--- src/rtl/prescaler_pkg.sv ---
// Shared definitions for the rate prescaler.
//   CNT_W_DEF     default half-period / counter width
//   N_RATES_DEF   default number of selectable rates
//   DEF_HALF_DEF  reset half-period table, index 7 (MSB slice) down to 0
//   state_e       divider state encoding
//   half_for_hz() half-period in clk cycles for a wanted output frequency
package prescaler_pkg;

    localparam int CNT_W_DEF   = 24;
    localparam int N_RATES_DEF = 8;

    // At 50 MHz: idx7..idx0 = 100, 75, 50, 35, 25, 20, 10, 5 Hz.
    localparam logic [N_RATES_DEF*CNT_W_DEF-1:0] DEF_HALF_DEF = {
        24'd250_000,   24'd333_333,   24'd500_000,   24'd714_286,
        24'd1_000_000, 24'd1_250_000, 24'd2_500_000, 24'd5_000_000
    };

    typedef enum logic {
        IDLE = 1'b0,
        RUN  = 1'b1
    } state_e;

    // A zero frequency has no meaningful half-period; return the largest
    // representable value so the output is as slow as possible.
    function automatic logic [CNT_W_DEF-1:0] half_for_hz(input int unsigned clk_hz,
                                                          input int unsigned f_hz);
        if (f_hz == 0) begin
            return '1;
        end
        return CNT_W_DEF'(clk_hz / (2 * f_hz));
    endfunction

endpackage

--- src/rtl/rate_table.sv ---
// Runtime-writable half-period table.
//   clk, rst      clock, asynchronous active-low reset (restores DEF_HALF)
//   we/wr_idx/wr_half  single write port, applied at the clock edge
//   rd_idx        combinational read index
//   rd_half       entry at rd_idx (0 when rd_idx is out of range)
//   rd_valid      rd_idx addresses a real entry
module rate_table
    import prescaler_pkg::*;
#(
    parameter int                          N_RATES  = N_RATES_DEF,
    parameter int                          SEL_W    = 3,
    parameter int                          CNT_W    = CNT_W_DEF,
    parameter logic [N_RATES*CNT_W-1:0]    DEF_HALF = DEF_HALF_DEF
) (
    input  logic             clk,
    input  logic             rst,
    input  logic             we,
    input  logic [SEL_W-1:0] wr_idx,
    input  logic [CNT_W-1:0] wr_half,
    input  logic [SEL_W-1:0] rd_idx,
    output logic [CNT_W-1:0] rd_half,
    output logic             rd_valid
);

    logic [N_RATES-1:0][CNT_W-1:0] tbl_q, tbl_d;

    // Out-of-range indices only exist when N_RATES is not a power of two.
    always_comb begin
        tbl_d = tbl_q;
        if (we && (32'(wr_idx) < N_RATES)) begin
            tbl_d[wr_idx] = wr_half;
        end
    end

    always_comb begin
        rd_valid = (32'(rd_idx) < N_RATES);
        rd_half  = '0;
        if (rd_valid) begin
            rd_half = tbl_q[rd_idx];
        end
    end

    always_ff @(posedge clk or negedge rst) begin
        if (!rst) begin
            tbl_q <= DEF_HALF;
        end else begin
            tbl_q <= tbl_d;
        end
    end

endmodule

--- src/rtl/rate_prescaler.sv ---
// Shared down-divider producing a 50 % duty clk_driver at a selectable rate.
//   clk, rst     clock, asynchronous active-low reset
//   en           run enable, sampled in IDLE and at period boundaries
//   set_rate     requested rate index, sampled at the same points
//   cfg_we/cfg_idx/cfg_half  half-period table write port
//   clk_driver   divided square output
//   tick         one-cycle pulse in the cycle clk_driver rises
//   sw_done      one-cycle pulse when a different rate index becomes active
//   active_sel   rate index in use
//   running      divider is counting
// Half-period and rate only change at a 1->0 edge of clk_driver, so the
// output never produces a runt pulse.
module rate_prescaler
    import prescaler_pkg::*;
#(
    parameter int                          N_RATES  = N_RATES_DEF,
    parameter int                          SEL_W    = 3,
    parameter int                          CNT_W    = CNT_W_DEF,
    parameter logic [N_RATES*CNT_W-1:0]    DEF_HALF = DEF_HALF_DEF
) (
    input  logic             clk,
    input  logic             rst,
    input  logic             en,
    input  logic [SEL_W-1:0] set_rate,
    input  logic             cfg_we,
    input  logic [SEL_W-1:0] cfg_idx,
    input  logic [CNT_W-1:0] cfg_half,
    output logic             clk_driver,
    output logic             tick,
    output logic             sw_done,
    output logic [SEL_W-1:0] active_sel,
    output logic             running
);

    state_e           state_q, state_d;
    logic [CNT_W-1:0] cnt_q, cnt_d;
    logic [CNT_W-1:0] half_q, half_d;
    logic [SEL_W-1:0] sel_q, sel_d;
    logic             drv_q, drv_d;
    logic             tick_q, tick_d;
    logic             sw_q, sw_d;
    logic             run_q, run_d;

    logic [CNT_W-1:0] tbl_half;
    logic             tbl_vld;
    logic [CNT_W-1:0] h_eff;
    logic             at_end;

    // Read port follows set_rate; the write lands at the edge, so a reload
    // in the same cycle as a write sees the old entry.
    rate_table #(
        .N_RATES  (N_RATES),
        .SEL_W    (SEL_W),
        .CNT_W    (CNT_W),
        .DEF_HALF (DEF_HALF)
    ) u_table (
        .clk      (clk),
        .rst      (rst),
        .we       (cfg_we),
        .wr_idx   (cfg_idx),
        .wr_half  (cfg_half),
        .rd_idx   (set_rate),
        .rd_half  (tbl_half),
        .rd_valid (tbl_vld)
    );

    // A stored 0 behaves as 1 (output clk/2).
    assign h_eff  = (half_q == '0) ? CNT_W'(1) : half_q;
    assign at_end = (cnt_q == (h_eff - CNT_W'(1)));

    always_comb begin
        state_d = state_q;
        cnt_d   = cnt_q;
        half_d  = half_q;
        sel_d   = sel_q;
        drv_d   = drv_q;
        run_d   = run_q;
        tick_d  = 1'b0;
        sw_d    = 1'b0;

        case (state_q)
            IDLE: begin
                cnt_d = '0;
                drv_d = 1'b0;
                run_d = 1'b0;
                if (en) begin
                    state_d = RUN;
                    run_d   = 1'b1;
                    if (tbl_vld) begin
                        half_d = tbl_half;
                        sel_d  = set_rate;
                        sw_d   = (set_rate != sel_q);
                    end
                end
            end
            RUN: begin
                if (at_end) begin
                    cnt_d = '0;
                    drv_d = ~drv_q;
                    if (!drv_q) begin
                        tick_d = 1'b1;
                    end else if (!en) begin
                        // Falling edge is the period boundary: park low.
                        state_d = IDLE;
                        run_d   = 1'b0;
                    end else if (tbl_vld) begin
                        half_d = tbl_half;
                        sel_d  = set_rate;
                        sw_d   = (set_rate != sel_q);
                    end
                end else begin
                    cnt_d = cnt_q + CNT_W'(1);
                end
            end
            default: begin
                state_d = IDLE;
            end
        endcase
    end

    always_ff @(posedge clk or negedge rst) begin
        if (!rst) begin
            state_q <= IDLE;
            cnt_q   <= '0;
            half_q  <= DEF_HALF[CNT_W-1:0];
            sel_q   <= '0;
            drv_q   <= 1'b0;
            tick_q  <= 1'b0;
            sw_q    <= 1'b0;
            run_q   <= 1'b0;
        end else begin
            state_q <= state_d;
            cnt_q   <= cnt_d;
            half_q  <= half_d;
            sel_q   <= sel_d;
            drv_q   <= drv_d;
            tick_q  <= tick_d;
            sw_q    <= sw_d;
            run_q   <= run_d;
        end
    end

    assign clk_driver = drv_q;
    assign tick       = tick_q;
    assign sw_done    = sw_q;
    assign active_sel = sel_q;
    assign running    = run_q;

endmodule

--- config.mk ---
export PLATFORM = sky130hd
export DESIGN_NAME = rate_prescaler
export DESIGN_NICKNAME = d
export VERILOG_FILES = /design/src/rtl/prescaler_pkg.sv /design/src/rtl/rate_table.sv /design/src/rtl/rate_prescaler.sv
export SDC_FILE = /design/constraint.sdc
export NUM_CORES = 1
export LEC_CHECK = 0
export ABC_AREA = 0
export CAP_MARGIN = 20
export CORE_ASPECT_RATIO = 0.9
export CORE_MARGIN = 4
export CORE_UTILIZATION = 60
export CTS_CLUSTER_SIZE = 8
export DETAILED_ROUTE_END_ITERATION = 8
export HOLD_SLACK_MARGIN = 0.1
export PLACE_DENSITY = 0.9
export SLEW_MARGIN = 20
export SYNTH_ARGS = -nofsm -noshare
export SYNTH_HDL_FRONTEND = slang
export SYNTH_SLANG_ARGS = --single-unit
--- constraint.sdc ---
create_clock -name clk -period 13.4 [get_ports clk]
set_input_delay 2.01 -clock clk [delete_from_list [all_inputs] [get_ports clk]]
set_output_delay 2.01 -clock clk [all_outputs]
set_load 0.01 [all_outputs]
* Word level (Yosys, flattened, before mapping)
Cells that the tools add are included.
** Operators by class
- Add/sub/neg operators :: 2
- Magnitude comparators :: 3
- Equality and inequality tests :: 5
- Mux-type cells :: 33
- Bitwise operators :: 2
- Reduce and logical (&&, ||, !) cells :: 4
** Operator list (count)
- 192-bit bitwise mux :: 1
- 24-bit two-way mux :: 7
- 24-bit one-hot mux with 2 select lines :: 2
- 24-bit binary-select mux with 3-bit select :: 1
- 24-bit demux with 3-bit select :: 1
- 24-bit by 1-bit adder with 24-bit output (second input constant) :: 1
- 24-bit equality test :: 1
- 24-bit logical NOT :: 1
- 24-bit by 1-bit subtractor with 24-bit output (second input constant) :: 1
- 1-bit two-way mux :: 13
- 3-bit two-way mux :: 3
- 3-bit by 4-bit less-than comparator with 1-bit output (second input constant) :: 2
- 1-bit one-hot mux with 2 select lines :: 4
- 3-bit one-hot mux with 2 select lines :: 1
- 2-bit by 1-bit inequality test with 1-bit output (second input constant) :: 2
- 3-bit by 1-bit greater-or-equal comparator with 1-bit output (second input constant) :: 1
- 3-bit inequality test :: 1
- 3-bit AND reduction :: 1
- 2-bit inequality test (second input constant) :: 1
- 1-bit inverter :: 2
- 2-bit AND reduction :: 1
- 1-bit logical AND :: 1
** Word-level totals
- Register bits :: 248
- Input port bits :: 34
- Output and inout port bits :: 7
- Logic and storage cells :: 65

* Depth between registers and ports, before layout
- Word-level depth :: 6
- Gate-level depth with buffers :: 17
- Gate-level depth less buffers :: 13

* Modules after synthesis
A second synthesis with hierarchy kept.
** Second synthesis, totals
- Cell total of the unflattened synthesis :: 824
- Area total of the unflattened synthesis :: 11984.0 µm²
** By module, submodules not included
- rate_table :: times used 1, cells each 502, area an instance 8707.1 µm², seq. area each 4884.7 µm²
- rate_prescaler :: times used 1, cells each 322, area an instance 3276.9 µm², seq. area each 1411.4 µm²

* Least setup slack after synthesis
OpenSTA, ideal clock, no wires.
- Path kind :: register -> register
- Start point :: register half_q[8]
- End point :: register sel_q[0], in the netlist active_sel[0]
- Library setup time :: 128 ps
- Arrival :: 4228 ps
- Required time :: 13272 ps
- Setup slack :: 9044 ps
- Stages on the path, launching flop included :: 17
- Path buffers :: 3
- Clock period less this slack :: 4356 ps
- Cell sequence :: dfstp_2 -> clkbuf_1 -> nor4_1 -> nand4_1 -> nor2_1 -> nor2_1 -> ha_1 -> or4b_2 -> clkbuf_1 -> nor2_1 -> nand3_1 -> xnor2_1 -> nor4_1 -> nand4_1 -> o32ai_4 -> buf_6 -> mux2_1
** On the way
- Cells in the longest elaborated chain, start to end :: 6
** Ends and longest elaborated chain
- start: declaration :: line rate_prescaler.sv:37 : logic [CNT_W-1:0] half_q, half_d;
- start signal: assignment :: line rate_prescaler.sv:125 : half_q <= DEF_HALF[CNT_W-1:0];
- start signal: assignment :: line rate_prescaler.sv:134 : half_q <= half_d;
- 24-bit logical NOT :: line rate_prescaler.sv:68 : assign h_eff = (half_q == '0) ? CNT_W'(1) : half_q;
- 24-bit two-way mux (*) :: line rate_prescaler.sv:68
- 24-bit by 1-bit subtractor with 24-bit output (*) :: line rate_prescaler.sv:69 : assign at_end = (cnt_q == (h_eff - CNT_W'(1)));
- 24-bit equality test (*) :: line rate_prescaler.sv:69
- 2-bit by 1-bit inequality test with 1-bit output (no source line) (*)
- 2-bit AND reduction (no source line) (*)
- end signal: assignment :: line rate_prescaler.sv:135 : sel_q <= sel_d;
- end: declaration :: line rate_prescaler.sv:38 : logic [SEL_W-1:0] sel_q, sel_d;
Every way passes the cells marked *; elsewhere a longest branch is shown, timed or not.
A chain may end at the register's enable or synchronous reset.

* Worst setup path after layout
- Start point :: register half_q[6]
- End point :: register sel_q[2], in the netlist active_sel[2]
The elaborated chain is that of the path after synthesis.

==> flow_metrics.env <==
export IMPL_syn_to_final_growth_pct=14.2
export IMPL_synth_main_ff_cell="dfrtp_1"
export IMPL_ios=41
export IMPL_syn_nets=873
export IMPL_cts_resized=0
export IMPL_worstHoldPathType="flop to flop"
export IMPL_drt_initial_drc_count=534
export IMPL_finalHoldViolations=0
export IMPL_ys_top_cells_by_area="dfrtp_1 37%, mux2_2 21%, dfstp_2 16%"
export IMPL_fin_tns_setup_ns=0
export IMPL_wire_per_inst_um=21.8
export IMPL_grt_pass1_vias=7694
export IMPL_cts_buffers=36
export IMPL_arrival_ns=5.57
export IMPL_dieWidth_um=156
export IMPL_synth_seq_cells=248
export IMPL_rsz0062_at_grt="no"
export IMPL_yosysWarnings=0
export IMPL_portBuffers=40
export IMPL_syn_inst=837
export IMPL_endpoint_kind="flop"
export IMPL_post_dp_hpwl_um=14900
export IMPL_critPathRequiredTime_ns=13.78
export IMPL_cts_root_buf="clkbuf_16"
export IMPL_drt_wl_total_um=25300
export IMPL_start_kind="flop"
export IMPL_core_area_um2=19300
export IMPL_yosys_cell_types_count=56
export IMPL_crit_fanout=16
export IMPL_fin_crit_sh_pct=38.8
export IMPL_post_cts_buffers=0
export IMPL_clkTransAtPathRegs_ns=0.05
export IMPL_fin_skew_ns=0.0150
export IMPL_setup_viol=0
export IMPL_status="complete, no violations"
export IMPL_async_flop_share_pct=100
export IMPL_power_density_nw_per_um2=169
export IMPL_synth_area_per_cell_um2=14.2
export IMPL_fmax_mhz=193
export IMPL_via_per_inst=6.29
export IMPL_p_leak_uw=0.00573
export IMPL_worstMarginPinSlew_ns=1.00
export IMPL_grt_usage_pct=23.9
export IMPL_period_minus_slack_ns=5.19
export IMPL_synth_top_area_cell="dfrtp_1"
export IMPL_ctsLongestPathBuffers=3
export IMPL_ctsHoldBuffers=0
export IMPL_nets=917
export IMPL_ant_nets=0
export IMPL_worst_skew_pair_late_latency_ns=0.51
export IMPL_design_area_um2=13600
export IMPL_crit_type="flop to flop"
export IMPL_start_util_pct=61.5
export IMPL_antenna_found_initial=0
export IMPL_die_area_um2=22200
export IMPL_utilization_pct=70.2
export IMPL_gp_congestion=0.927
export IMPL_synth_edf_count=0
export IMPL_relSlewSlack_pct=33.3
export IMPL_cts_tree="done"
export IMPL_htreeDepth=2
export IMPL_placed_cells=1093
export IMPL_clkSinkCount=248
export IMPL_synth_area_um2=11900
export IMPL_grt_pass1_wl_um=41600
export IMPL_fp_dieH_um=142
export IMPL_drv_slew=0
export IMPL_drt_pass1_iter_count=5
export IMPL_diodes=0
export IMPL_dpl_instance_area_um2=12500
export IMPL_layout_drive_gt1_share_pct=45.4
export IMPL_preCtsSetupSlack_ns=8.28
export IMPL_max_cap_violations=0
export IMPL_ys_seq_area_share_pct=52.9
export IMPL_drc=0
export IMPL_yosysTopAreaCellShare_pct=37.0
export IMPL_fin_ws_ns=8.21
export IMPL_final_cells=1159
export IMPL_overflow=0
export IMPL_vias=7292
export IMPL_rows=48
export IMPL_grt_max_degree=131
export IMPL_ir_drop_mv=0.121
## flip-flops by register name, indices dropped and copies added (netlist names)
register,count
sw_done,1
active_sel,3
tick,1
clk_driver,1
half_q,24
cnt_q,24
running,1
u_table.tbl_q,192
state_q,1
## layer usage
layer  global-route usage (%)  share of wire, %  vias to the layer above
li1                         -                 -                     3192
met1                     35.1                45                     3857
met2                     37.8                49                      217
met3                     4.67               5.6                       26
met4                     5.21               1.2                        0
met5                        0                 0                        -
## report_power, final
group / switching, uW / internal, uW
combinational: 189 / 255
sequential: 95.2 / 927
clock: 309 / 515
total: 593 / 1700
## critical path, stage by stage (launching register included)
cell	delay (ns)
dfstp_2	0.58
or3_1	0.22
or3_1	0.30
nor2_1	0.14
nor2_1	0.12
ha_1	0.22
or4b_2	0.71
nor2_1	0.37
nand3_1	0.15
xnor2_1	0.17
nor4_1	0.29
nand4_1	0.32
o32ai_4	0.75
buf_4	0.38
mux2_2	0.36
## final timing paths
check                           cells after the start                      startpoint  slack (ns)                              to
worst min register to register                      1  u_table.tbl_q[149]$_DFFE_PN0P_        0.50  u_table.tbl_q[149]$_DFFE_PN0P_
worst min-delay path                                1  u_table.tbl_q[149]$_DFFE_PN0P_        0.50  u_table.tbl_q[149]$_DFFE_PN0P_
worst max-delay path                               14           half_q[6]$_DFFE_PN1P_        8.21       active_sel[2]$_DFFE_PN0P_
worst max register to register                     14           half_q[6]$_DFFE_PN1P_        8.21       active_sel[2]$_DFFE_PN0P_
max in group asynchronous                           3                             rst        9.76          half_q[17]$_DFFE_PN0P_
min in group asynchronous                           1                             rst        1.62  u_table.tbl_q[173]$_DFFE_PN0P_
## Yosys cell counts, types with 2 or more instances
cell	n
mux2_2	223
dfrtp_1	176
dfstp_2	72
nor2_1	51
mux4_2	48
clkbuf_1	44
xor2_1	26
xnor2_1	25
nand2_1	20
mux2_1	18
nor3_1	13
and3_1	11
nand3_1	11
nand4_1	9
nor4_1	8
o21ai_0	6
inv_1	5
mux2i_1	5
nand4b_1	5
a31oi_1	4
or3_1	4
a21oi_1	3
nand2b_1	3
o31a_1	3
o31ai_1	3
or4_1	3
a21boi_0	2
and4_1	2
buf_6	2
ha_1	2
nand3b_1	2
nor2b_1	2
nor3b_1	2
or2_2	2
## logic make-up after synthesis
group / count (synthesis) / synth area share, %
compound gates: 33 / 2.12
xor+xnor: 51 / 3.75
fa+ha+maj: 2 / 0.210
buf+inv: 53 / 1.81
flops: 248 / 52.9
mux: 294 / 32.3
simple gates: 156 / 6.89
## metrics by stage
step	hold WS, ns	total power [uW]
CTS	0.499	2300
floorplan	0.474	1340
global placement	0.482	1440
finish	0.499	2290
detailed placement	0.488	1470
global route	0.504	2400
## area by class of cell
| type | instances | area (um2) |
|---|---|---|
| sequential | 248 | 6300 |
| fill | 1261 | 5750 |
| multi-input combinational | 536 | 5410 |
| clock buffer | 64 | 1030 |
| timing repair buffer | 54 | 503 |
| tap | 250 | 313 |
| inverter | 5 | 18.8 |
| clock inverter | 2 | 17.5 |
## placed cells by master (no fill, tap or decap), drive strengths merged, types with 9 or more instances in the layout
| master | instances |
|---|---|
| and3 | 11 |
| buf | 17 |
| clkbuf | 64 |
| clkdlybuf4s50 | 37 |
| dfrtp | 176 |
| dfstp | 72 |
| mux2 | 241 |
| mux4 | 48 |
| nand2 | 20 |
| nand3 | 11 |
| nand4 | 9 |
| nor2 | 51 |
| nor3 | 13 |
| nor4 | 9 |
| xnor2 | 25 |
| xor2 | 26 |
(Power assumes the default switching activity.)
